File: src/rtl/alu_pkg.sv
// ---------------------------------------------------------------------------
// alu_pkg
// Shared definitions for the registered ALU and its sequencer:
//   - opcode width and opcode values understood by the ALU
//   - state encoding of the sequencer FSM
// ---------------------------------------------------------------------------
package alu_pkg;

  localparam int ALU_OP_W = 3;

  localparam logic [ALU_OP_W-1:0] ALU_PASS = 3'd0;
  localparam logic [ALU_OP_W-1:0] ALU_ADD  = 3'd1;
  localparam logic [ALU_OP_W-1:0] ALU_SUB  = 3'd2;
  localparam logic [ALU_OP_W-1:0] ALU_MUL  = 3'd3;
  localparam logic [ALU_OP_W-1:0] ALU_SHL  = 3'd4;

  // One state per ALU pipeline stage, plus the handshake states on each side.
  typedef enum logic [2:0] {
    IDLE = 3'd0,
    EXEC = 3'd1,
    RES  = 3'd2,
    FLAG = 3'd3,
    RESP = 3'd4
  } seq_state_t;

endpackage : alu_pkg

File: src/rtl/alu_sequencer.sv
// ---------------------------------------------------------------------------
// alu_sequencer
// Initiator for the registered ALU. Takes one operation over a valid/ready
// request port, drives and holds the ALU opcode/operands, waits for the ALU
// result stage and the zero-flag stage, then presents result and flags on a
// valid/ready response port. Strictly one operation in flight.
//
// Ports:
//   clk, rst                 clock (rising edge), async active-high reset
//   req_valid/req_ready      request handshake
//   req_op, req_a, req_b     opcode and operands of the request
//   alu_op, alu_in1, alu_in2 registered drive into the ALU
//   alu_res, alu_z           ALU result and registered zero flag
//   resp_valid/resp_ready    response handshake
//   resp_data, resp_zero     captured result and zero flag
//   resp_err                 request used an opcode the ALU does not define
//   busy                     an operation is in progress
// ---------------------------------------------------------------------------
module alu_sequencer
  import alu_pkg::*;
#(
  parameter int N = 16
) (
  input  logic                clk,
  input  logic                rst,
  input  logic                req_valid,
  output logic                req_ready,
  input  logic [ALU_OP_W-1:0] req_op,
  input  logic [N-1:0]        req_a,
  input  logic [N-1:0]        req_b,
  output logic [ALU_OP_W-1:0] alu_op,
  output logic [N-1:0]        alu_in1,
  output logic [N-1:0]        alu_in2,
  input  logic [N-1:0]        alu_res,
  input  logic [15:0]         alu_z,
  output logic                resp_valid,
  input  logic                resp_ready,
  output logic [N-1:0]        resp_data,
  output logic                resp_zero,
  output logic                resp_err,
  output logic                busy
);

  seq_state_t state_q;
  seq_state_t state_d;

  logic accept;
  logic resp_done;

  assign req_ready = (state_q == IDLE);
  assign busy      = (state_q != IDLE);
  assign accept    = req_valid && req_ready;
  assign resp_done = (state_q == RESP) && resp_valid && resp_ready;

  // State register.
  always_ff @(posedge clk or posedge rst) begin
    if (rst) begin
      state_q <= IDLE;
    end else begin
      state_q <= state_d;
    end
  end

  // Next state: the middle states are fixed one-cycle waits matching the
  // ALU's result register and the zero-flag register behind it.
  always_comb begin
    state_d = state_q;
    case (state_q)
      IDLE:    if (accept) state_d = EXEC;
      EXEC:    state_d = RES;
      RES:     state_d = FLAG;
      FLAG:    state_d = RESP;
      RESP:    if (resp_done) state_d = IDLE;
      default: state_d = IDLE;
    endcase
  end

  // ALU drive registers: loaded only on accept and otherwise held, so the
  // ALU keeps seeing the same operation until the next request arrives.
  always_ff @(posedge clk or posedge rst) begin
    if (rst) begin
      alu_op  <= ALU_PASS;
      alu_in1 <= '0;
      alu_in2 <= '0;
    end else if (accept) begin
      alu_op  <= req_op;
      alu_in1 <= req_a;
      alu_in2 <= req_b;
    end
  end

  // Response registers. The result is taken in RES, one edge before the
  // ALU's zero flag for that same result is available, which is taken in
  // FLAG together with raising resp_valid.
  always_ff @(posedge clk or posedge rst) begin
    if (rst) begin
      resp_valid <= 1'b0;
      resp_data  <= '0;
      resp_zero  <= 1'b0;
      resp_err   <= 1'b0;
    end else begin
      if (accept) begin
        resp_err <= (req_op > ALU_SHL);
      end
      if (state_q == RES) begin
        resp_data <= alu_res;
      end
      if (state_q == FLAG) begin
        resp_zero  <= |alu_z;
        resp_valid <= 1'b1;
      end
      if (resp_done) begin
        resp_valid <= 1'b0;
      end
    end
  end

endmodule : alu_sequencer

File: config.mk
export PLATFORM = sky130hd
export DESIGN_NAME = alu_sequencer
export DESIGN_NICKNAME = d
export VERILOG_FILES = /design/src/rtl/alu_pkg.sv /design/src/rtl/alu_sequencer.sv
export SDC_FILE = /design/constraint.sdc
export NUM_CORES = 1
export LEC_CHECK = 0
export CORE_MARGIN = 2
export CORE_UTILIZATION = 42
export DETAILED_ROUTE_END_ITERATION = 10
export PLACE_DENSITY_LB_ADDON = 0.3
export SLEW_MARGIN = 20
export SYNTH_ARGS = -nofsm -noshare
export SYNTH_HDL_FRONTEND = slang
export SYNTH_SLANG_ARGS = --single-unit
export TNS_END_PERCENT = 50
File: constraint.sdc
create_clock -name clk -period 2.5 [get_ports clk]
set_input_delay 0.25 -clock clk [delete_from_list [all_inputs] [get_ports clk]]
set_output_delay 0.25 -clock clk [all_outputs]
set_load 0.005 [all_outputs]
==> results by group <==
Status
  – Status: completed

Synthesis
  – Synth Instances: between 100 and 150
  – Most used standard cell by instance count after synthesis: dfrtp_1
  – Async SR Flop Fraction: 100%
  – Synth area leader: dfrtp_1
  – Mapped cell area: ~2400 µm²
  – Synth Area per Inst: roughly 17 µm²
  – Yosys reg bits: 57
  – Post-synth top flop: dfrtp_1
  – Syn nets: 212
  – Register area share after synthesis: about 60%
  – Synth top area cells: dfrtp_1, mux2_4, mux2_2
  – Yosys top cell area share: between 60% and 70%
  – Post-synth EDFFs: 0
  – Most frequent cells after synthesis: dfrtp_1, mux2_4, mux2_2
  – Ys Warns: 0
  – Synth cell types: 23

Power and ir drop
  – Reg power frac: a little over a third
  – Max IR drop VDD: ~630 µV
  – PwrDens: 1220 nW/µm²
  – Net switching power: ~0.0012 W
  – Switching Fraction: about a quarter
  – Total leakage power: between 1.5 and 2 nW
  – Clock power frac: between 10% and 20%
  – Pint: roughly 0.0035 W
  – Comb pwr share: a little under half

Cells and area
  – Area delta synth->final: 63.2%
  – Fillcell total: between 400 and 500
  – Reg area: 1430 µm²
  – Multi-input combinational cell area: approximately 840 µm²
  – Post-route cell area: around 3900 µm²
  – Nets: about 350
  – Share of post-route cells with drive strength above 1: 26.1%
  – ANT cells: 0

Timing
  – Setup ws final: between 500 and 600 ps
  – Max_slew headroom: a little under 60%
  – # setup viols final: 0
  – Setup TNS: 0 ps
  – WHS: approximately 330 ps
  – Post-layout minimum cycle time: roughly 2000 ps
  – Final Hold Fails: 0
  – Final worst-path cycle share: about four fifths
  – Clk_skew: just under 7 ps
  – Pins Over Slew Limit: 0
  – Max Clk Rate: roughly 500 MHz
  – RSZ-0062 raised after global routing: no
  – Worst Max-Slew Pin Slew: roughly 640 ps

Worst setup path
  – Critical path type: flip-flop to primary output
  – Crit-path max FO: 7
  – Worst r2r dst: alu_in1[15]$_DFFE_PP0P_
  – Crit path required time: about 2300 ps
  – Cell depth of the worst flop-to-flop path: 5
  – Reg-to-reg setup timing slack: between 600 and 700 ps
  – Reg-to-reg startpoint: state_q[0]$_DFFE_PP0P_
  – Critical path startpoint category: flip-flop
  – Crit path DAT: 1750 ps
  – Critical Path Sink Type: primary output

Floorplanning
  – Die extent in x: 79.1 µm
  – FP Rows: 27
  – Die footprint: ~6200 µm²
  – Initial Utilization: approximately 43%
  – Core area: 5470 µm²
  – Vert. Die Dim: around 79 µm
  – I/O pins: 127

Clocking
  – CTS sink cnt: 57
  – Postcts setup bufs: 0
  – Clock root cell: clkbuf_8
  – Num CTS Buffers: 9
  – Clock Pin Slew Worst Setup and Hold Paths: around 60 ps
  – H-tree levels: 3
  – Clock Latency Late Sink: 320 ps
  – CTS Hold Bufs: 0
  – CTS tree: built
  – CTS max path bufs: 2
  – CTS resizes: 0

Detailed routing
  – DR vias: ~1600
  – Routed len/inst: around 15 µm
  – Routed vias/inst: roughly 4.7
  – Pre-antenna DRT Iters: 4
  – Detail Route Antenna Nets: 0
  – Number of DRC markers in iteration 0: 38
  – Drt drc: 0
  – Final WL: approximately 5300 µm

Place
  – PortBufs: 126
  – Placer Congestion: approximately 0.80
  – Post-DP Area: around 3700 µm²
  – Pre-CTS WS: ~630 ps
  – HPWL after detailed placement: 4020 µm

Global routing
  – Initial antenna violation count: 0
  – Gr usage total: a little under a fifth
  – Global-route wire length before repair: between 8000 and 9000 µm
  – Vias in the first global route: 1780
  – GRT overflow: 0
  – Largest net degree at the start of global routing: 31

Worst hold path
  – Hold crit path type: primary input to asynchronous set/reset pin

Flow run
  – Max_cap viols: 0
[power by group through the flow]
stage          clock (W)  combinational (W)  sequential (W)
6_report        0.000817            0.00222         0.00168
3_5_place_dp           0            0.00225         0.00169
3_3_place_gp           0            0.00220         0.00168
4_1_cts         0.000838            0.00226         0.00168
5_1_grt         0.000897            0.00237         0.00174
2_1_floorplan          0            0.00110         0.00170
[worst max-delay path by stage]
| stage | startpoint | end | slack [ps] | depth (start not counted) |
|---|---|---|---|---|
| 2_1_floorplan | state_q[0]$_DFFE_PP0P_ | alu_in1[0]$_DFFE_PP0P_ | 790 | 6 |
| 3_3_place_gp | state_q[0]$_DFFE_PP0P_ | alu_in2[12]$_DFFE_PP0P_ | 670 | 5 |
| 3_5_place_dp | state_q[0]$_DFFE_PP0P_ | alu_in1[15]$_DFFE_PP0P_ | 630 | 5 |
| 4_1_cts | state_q[0]$_DFFE_PP0P_ | req_ready | 480 | 3 |
| 5_1_grt | state_q[0]$_DFFE_PP0P_ | req_ready | 440 | 3 |
| 6_report | state_q[0]$_DFFE_PP0P_ | req_ready | 500 | 3 |
[cell type report]
| cell class | instances | area share, % |
|---|---|---|
| well taps | 72 | 2.33 |
| inverters | 3 | 0.292 |
| clock inverters | 3 | 1.04 |
| flip-flops and latches | 57 | 36.9 |
| repair buffers | 129 | 33.9 |
| clock buffers | 13 | 3.86 |
| multi-input cells | 75 | 21.6 |
[stage by stage]
stage / total power, W / instances / util (%)
after detailed placement: 0.00394 / 336 / 67.1
after CTS: 0.00478 / 352 / 70.6
final: 0.00472 / 352 / 70.6
after global placement: 0.00388 / 336 / 67.1
after global routing: 0.00501 / 352 / 70.6
after floorplan: 0.00280 / 141 / -
[per-layer routing]
layer | vias to the layer above | GRT usage (%) | wire (µm)
met5 | - | 0 | 0
met4 | 0 | 7.76 | 78
met3 | 9 | 6.36 | 427
met2 | 73 | 28.1 | 2530
met1 | 800 | 22.8 | 2250
li1 | 763 | - | -
[worst max-delay path, cell delays in order (launching register included)]
cell             delay, ps
dfrtp_1                440
or3_4                  420
inv_2                   60
clkdlybuf4s50_1        510
[cell families after synthesis]
group	share of synthesized area (%)
buffers and inverters	4.39
AOI/OAI and AO/OA	0.740
xor gates and xnor gates	0.370
muxes	29.8
and+or+nand+nor	4.44
DFF	60.3
[flip-flops by register name, summed over array words and instances, names as in the netlist]
signal	flops
alu_in1	16
alu_in2	16
alu_op	3
resp_zero	1
state_q	3
resp_err	1
resp_data	16
resp_valid	1
[layout by cell type, fill, tap and decap left out, types with 2 or more instances in the layout]
cell type,n
nand2_1,3
clkdlybuf4s50_1,126
mux2_2,23
buf_12,2
clkinv_2,2
mux2_4,29
clkbuf_1,3
inv_2,2
nor2_1,4
dfrtp_1,57
clkbuf_8,10
nor4_1,4
Power figures use the tool's default switching activity.
